### src/rtl/ptw_module.sv
`default_nettype none
// ============================================================================
// Module   : ptw_module
// Purpose  : Sv32 two-level hardware page-table walker that fills the L2TLB
//            and reports translation / page-fault / access-fault results.
// Revision : 1.0 - initial release
// ============================================================================
module ptw_module #(
  parameter int PTE_WIDTH      = 32,
  parameter int PHY_ADDR_WIDTH = 34,
  parameter int VADDR_WIDTH    = 32
) (
  input  logic                      clk,
  input  logic                      rst,
  input  logic                      i_ptw_req_vld,
  output logic                      o_ptw_req_rdy,
  input  logic [VADDR_WIDTH-1:0]    i_ptw_vaddr,
  input  logic [31:0]               i_ptw_satp,
  input  logic                      i_ptw_flush,
  output logic                      o_ptw_mem_req_vld,
  output logic [PHY_ADDR_WIDTH-1:0] o_ptw_mem_req_addr,
  input  logic                      i_ptw_mem_req_rdy,
  input  logic                      i_ptw_mem_rsp_vld,
  input  logic [PTE_WIDTH-1:0]      i_ptw_mem_rsp_data,
  input  logic                      i_ptw_mem_rsp_err,
  output logic                      o_ptw_l2tlb_wren,
  output logic [VADDR_WIDTH-1:0]    o_ptw_l2tlb_vaddr,
  output logic [PTE_WIDTH-1:0]      o_ptw_l2tlb_pte,
  output logic [PHY_ADDR_WIDTH-1:0] o_ptw_l2tlb_paddr,
  output logic                      o_ptw_done,
  output logic                      o_ptw_page_fault,
  output logic                      o_ptw_access_fault
);

  typedef enum logic [2:0] {
    S_IDLE    = 3'd0,
    S_L1_REQ  = 3'd1,
    S_L1_WAIT = 3'd2,
    S_L0_REQ  = 3'd3,
    S_L0_WAIT = 3'd4,
    S_RESP    = 3'd5,
    S_DRAIN   = 3'd6
  } state_t;

  state_t r_state;
  state_t w_state_next;

  logic [VADDR_WIDTH-1:0]    r_vaddr;
  logic [PHY_ADDR_WIDTH-1:0] r_mem_addr;
  logic [PTE_WIDTH-1:0]      r_pte;
  logic [PHY_ADDR_WIDTH-1:0] r_paddr;
  logic                      r_success;
  logic                      r_page_fault;
  logic                      r_access_fault;

  logic                      w_accept;
  logic                      w_grant;
  logic                      w_pte_v;
  logic                      w_pte_r;
  logic                      w_pte_w;
  logic                      w_pte_x;
  logic                      w_pte_bad;
  logic                      w_pte_leaf;
  logic                      w_pte_misaligned;
  logic [PHY_ADDR_WIDTH-1:0] w_l1_addr;
  logic [PHY_ADDR_WIDTH-1:0] w_l0_addr;
  logic [PHY_ADDR_WIDTH-1:0] w_super_paddr;
  logic [PHY_ADDR_WIDTH-1:0] w_page_paddr;
  logic                      w_load_l0;
  logic                      w_set_result;
  logic                      w_res_ok;
  logic                      w_res_pf;
  logic                      w_res_af;
  logic [PHY_ADDR_WIDTH-1:0] w_res_paddr;
  logic                      w_in_resp;
  logic                      w_fill;
  logic                      w_unused_satp;

  // satp mode/ASID fields play no part in the walk itself
  assign w_unused_satp = ^i_ptw_satp[31:22];

  assign w_accept = i_ptw_req_vld & o_ptw_req_rdy;
  assign w_grant  = o_ptw_mem_req_vld & i_ptw_mem_req_rdy;

  assign w_pte_v          = i_ptw_mem_rsp_data[0];
  assign w_pte_r          = i_ptw_mem_rsp_data[1];
  assign w_pte_w          = i_ptw_mem_rsp_data[2];
  assign w_pte_x          = i_ptw_mem_rsp_data[3];
  assign w_pte_bad        = ~w_pte_v | (~w_pte_r & w_pte_w);
  assign w_pte_leaf       = w_pte_r | w_pte_x;
  assign w_pte_misaligned = |i_ptw_mem_rsp_data[19:10];

  assign w_l1_addr     = {i_ptw_satp[21:0], 12'b0} + {22'b0, i_ptw_vaddr[31:22], 2'b0};
  assign w_l0_addr     = {i_ptw_mem_rsp_data[31:10], 12'b0} + {22'b0, r_vaddr[21:12], 2'b0};
  assign w_super_paddr = {i_ptw_mem_rsp_data[31:20], r_vaddr[21:0]};
  assign w_page_paddr  = {i_ptw_mem_rsp_data[31:10], r_vaddr[11:0]};

  always_ff @(posedge clk or posedge rst) begin
    if (rst) begin
      r_state <= S_IDLE;
    end else begin
      r_state <= w_state_next;
    end
  end

  always_comb begin
    w_state_next = r_state;
    w_load_l0    = 1'b0;
    w_set_result = 1'b0;
    w_res_ok     = 1'b0;
    w_res_pf     = 1'b0;
    w_res_af     = 1'b0;
    w_res_paddr  = '0;
    case (r_state)
      S_IDLE: begin
        if (w_accept) w_state_next = S_L1_REQ;
      end
      S_L1_REQ: begin
        // a request granted in the flush cycle still owes us a response
        if (i_ptw_flush)  w_state_next = w_grant ? S_DRAIN : S_IDLE;
        else if (w_grant) w_state_next = S_L1_WAIT;
      end
      S_L1_WAIT: begin
        if (i_ptw_flush) begin
          w_state_next = i_ptw_mem_rsp_vld ? S_IDLE : S_DRAIN;
        end else if (i_ptw_mem_rsp_vld) begin
          w_state_next = S_RESP;
          w_set_result = 1'b1;
          if (i_ptw_mem_rsp_err) begin
            w_res_af = 1'b1;
          end else if (w_pte_bad) begin
            w_res_pf = 1'b1;
          end else if (w_pte_leaf) begin
            w_res_pf    = w_pte_misaligned;
            w_res_ok    = ~w_pte_misaligned;
            w_res_paddr = w_super_paddr;
          end else begin
            w_state_next = S_L0_REQ;
            w_set_result = 1'b0;
            w_load_l0    = 1'b1;
          end
        end
      end
      S_L0_REQ: begin
        if (i_ptw_flush)  w_state_next = w_grant ? S_DRAIN : S_IDLE;
        else if (w_grant) w_state_next = S_L0_WAIT;
      end
      S_L0_WAIT: begin
        if (i_ptw_flush) begin
          w_state_next = i_ptw_mem_rsp_vld ? S_IDLE : S_DRAIN;
        end else if (i_ptw_mem_rsp_vld) begin
          w_state_next = S_RESP;
          w_set_result = 1'b1;
          if (i_ptw_mem_rsp_err) begin
            w_res_af = 1'b1;
          end else if (w_pte_bad | ~w_pte_leaf) begin
            w_res_pf = 1'b1;
          end else begin
            w_res_ok    = 1'b1;
            w_res_paddr = w_page_paddr;
          end
        end
      end
      S_RESP: begin
        w_state_next = S_IDLE;
      end
      S_DRAIN: begin
        if (i_ptw_mem_rsp_vld) w_state_next = S_IDLE;
      end
      default: begin
        w_state_next = S_IDLE;
      end
    endcase
  end

  always_ff @(posedge clk or posedge rst) begin
    if (rst) begin
      r_vaddr        <= '0;
      r_mem_addr     <= '0;
      r_pte          <= '0;
      r_paddr        <= '0;
      r_success      <= 1'b0;
      r_page_fault   <= 1'b0;
      r_access_fault <= 1'b0;
    end else begin
      if (w_accept) begin
        r_vaddr    <= i_ptw_vaddr;
        r_mem_addr <= w_l1_addr;
      end
      if (w_load_l0) begin
        r_mem_addr <= w_l0_addr;
      end
      if (w_set_result) begin
        r_pte          <= i_ptw_mem_rsp_data;
        r_paddr        <= w_res_paddr;
        r_success      <= w_res_ok;
        r_page_fault   <= w_res_pf;
        r_access_fault <= w_res_af;
      end
    end
  end

  assign w_in_resp = (r_state == S_RESP);
  assign w_fill    = w_in_resp & r_success;

  assign o_ptw_req_rdy      = (r_state == S_IDLE) & ~i_ptw_flush;
  assign o_ptw_mem_req_vld  = (r_state == S_L1_REQ) | (r_state == S_L0_REQ);
  assign o_ptw_mem_req_addr = o_ptw_mem_req_vld ? r_mem_addr : '0;

  assign o_ptw_done         = w_in_resp;
  assign o_ptw_page_fault   = w_in_resp & r_page_fault;
  assign o_ptw_access_fault = w_in_resp & r_access_fault;
  assign o_ptw_l2tlb_wren   = w_fill;
  assign o_ptw_l2tlb_vaddr  = w_fill ? r_vaddr : '0;
  assign o_ptw_l2tlb_pte    = w_fill ? r_pte : '0;
  assign o_ptw_l2tlb_paddr  = w_fill ? r_paddr : '0;

endmodule
`default_nettype wire
### config.mk
export PLATFORM = sky130hd
export DESIGN_NAME = ptw_module
export DESIGN_NICKNAME = d
export VERILOG_FILES = /design/src/rtl/ptw_module.sv
export SDC_FILE = /design/constraint.sdc
export NUM_CORES = 1
export LEC_CHECK = 0
export BUFFER_PORTS_ARGS = -buffer_cell sky130_fd_sc_hd__buf_2
export CELL_PAD_IN_SITES_DETAIL_PLACEMENT = 0
export CELL_PAD_IN_SITES_GLOBAL_PLACEMENT = 1
export CORE_UTILIZATION = 40
export CTS_CLUSTER_SIZE = 30
export DETAILED_ROUTE_END_ITERATION = 12
export GPL_TIMING_DRIVEN = 0
export PLACE_DENSITY_LB_ADDON = 0.1
export SLEW_MARGIN = 20
export SYNTH_ARGS = -nofsm -noshare
export SYNTH_HDL_FRONTEND = slang
export SYNTH_SLANG_ARGS = --single-unit
### constraint.sdc
create_clock -name clk -period 9.1 [get_ports clk]
set_clock_uncertainty 0.2 [all_clocks]
set_input_delay 0.91 -clock clk [delete_from_list [all_inputs] [get_ports clk]]
set_output_delay 0.91 -clock clk [all_outputs]
set_load 0.01 [all_outputs]
==> impl_metrics.tcl <==
set metrics [dict create \
    status "finished clean" \
    synth_cell_types 43 \
    portBuffers 227 \
    critPathLaunch "r_state[2]" \
    drt_pass1_iterations 5 \
    p_per_area_mw_per_mm2 293 \
    syn_area_per_cell_um2 9.84 \
    synthArstFlopShare 1.00 \
    r2r_setup_slack_ps 6670 \
    ir_drop_mv 0.130 \
    htreeDepth 4 \
    synth_mux_area_frac 0.0598 \
    end_kind "output pin" \
    core_mm2 0.0159 \
    seq_area_frac_synth 0.518 \
    p_leak_uw 0.00492 \
    cts_resized 0 \
    cp-start-kind "register" \
    viasPerCell 5.32 \
    clock.fmax_ghz 0.270 \
    pre_cts_ws_ps 5700 \
    regArea_mm2 0.00340 \
    cts_tree "yes" \
    syn2layout_area_growth_pct 31.8 \
    antenna_found_initial 1 \
    netlist_area_mm2 0.00658 \
    dieWidth_um 130 \
    r2r_start "r_state[2]" \
    synth-compound-area-share 0.129 \
    rows 46 \
    cap_violations 0 \
    holdCritPathClass "in -> async" \
    gr-total-overflow 0 \
    yosys.area_share.simple 0.229 \
    fp.dieH_um 130 \
    cts_max_path_buffers 2 \
    drive_gt1_frac 0.337 \
    die_area_mm2 0.0170 \
    cts_hold_buffers 0 \
    setup_viol 0 \
    ys_ff_latch 136 \
    root_buffer "clkbuf_16" \
    synth-edff-count 0 \
    final_common_cell "buf_2" \
    ys.flop_type "dfrtp_1" \
    setup_tns_ps 0 \
    ios 241 \
    grt_first_pass_wirelength_um 32100 \
    clk_pin_slew_ps 60 \
    final-max-slew-violation-count 0 \
    dp_hpwl_um 16100 \
    cts_buffers 17 \
    worstPathArrival_ps 2590 \
    initial_core_util 0.412 \
    grtUsageTotal 0.260 \
    final_cell_mix "240 x buf_2, 136 x dfrtp_1, 101 x and3_1" \
    grt_setup_unrepaired "no" \
    drt_iter0_markers 334 \
    place_area_mm2 0.00802 \
    cts.sinks 136 \
    wl_per_cell_um 18.9 \
    synthAdderAreaFrac 0 \
    first_global_vias 5754 \
    finalWirelength_um 21600 \
    antenna_left 0 \
    fin_crit_ps 3700 \
    num-fill-cells 1537 \
    synth-xor-area-share 0.00133 \
    finalHoldViolCount 0 \
    synth_top_family_by_area "simple AND/OR/NAND/NOR gates" \
    required_ps 7990 \
    num_vias 6101 \
    drc_errors 0 \
    finalWorstSetupSlack_ps 5400 \
    finalCritPeriodShare 0.407 \
    setup.worst_path.class "reg -> out" \
    routabilityCongestion 0.882 \
    maxSlewHeadroom 0.521 \
    postLayoutCellArea_mm2 0.00867 \
    tightest_slew_ps 718 \
    final_nets 1019 \
    post_cts_buffers 0 \
    syn_inst 668 \
    grt_max_degree 108 \
    multi_input_area_mm2 0.00276 \
    worst_skew_pair.late_latency_ps 410 \
    yosysWarnings 0 \
    critPathMaxFanout 10 \
]
report_power, final:
group	internal [uW]	total (uW)	switching [uW]	leakage, uW
registers	872	1020	146	0.00169
logic	327	768	441	0.00292
clock network	493	755	261	0.000310
cell type report:
class / count / share of cell area
inverter: 38 / 0.0173
multi-input combinational: 437 / 0.319
sequential: 136 / 0.393
buffer: 58 / 0.0313
clock buffer: 20 / 0.0515
timing repair buffer: 228 / 0.134
tap: 216 / 0.0312
clock inverter: 12 / 0.0228
antenna: 1 / 0.000289
flip-flops by register name (all words and copies together), names as in the netlist:
name / cells
r_paddr: 34
r_mem_addr: 32
r_pte: 32
r_vaddr: 32
r_state: 3
r_access_fault: 1
r_page_fault: 1
r_success: 1
through the flow:
stage               utilization  hold WS, ps  power (uW)  cells
finish                    0.544          244        2540   1146
global route              0.544          253        2690   1146
CTS                       0.543          243        2550   1145
detailed placement        0.503          258        1790   1113
global placement          0.501          252        1760   1112
floorplan                     -          238        1490    669
logic make-up after synthesis:
group / after synthesis
and+or+nand+nor: 280
DFF: 136
other: 1
xor gates and xnor gates: 1
AOI/OAI and AO/OA: 119
muxes: 35
buffers and inverters: 96
cell usage after synthesis (8+ instances only):
master      n  area, um^2
a22o_1     24         210
and2_1     37         231
a31oi_1     8        50.1
dfrtp_1   136        3400
clkbuf_1   35         131
nor2_1     19        71.3
and3_1    101         632
a21oi_1    24         120
nand2_1    90         338
o22ai_1    22         138
buf_2      13        65.1
a221o_1    15         150
inv_1      38         143
o21ai_0    13        65.1
mux2_2     25         282
nor3_1     11        55.1
mux2_1      9         101
worst max-delay path: stages, from the launching register on:
cell and delay, ps:
dfrtp_1 520, buf_2 280, nand2_1 110, nor2_1 120, buf_2 300, clkbuf_1 410
and3_1 280, buf_2 150
worst paths after layout:
path | to | depth (start not counted)
max | o_ptw_l2tlb_paddr[18] | 7
max reg2reg | r_mem_addr[30] | 5
max in group asynchronous | r_vaddr[18] | 3
min in group clk | r_vaddr[25] | 2
min reg2reg | r_vaddr[25] | 2
min | r_mem_addr[27] | 2
metal layers:
metal	GRT usage	share of wire
met1	0.348	0.43
met2	0.426	0.49
met3	0.0492	0.060
met4	0.0773	0.017
met5	0	0
Note: power is estimated with default switching activity, not from simulation.
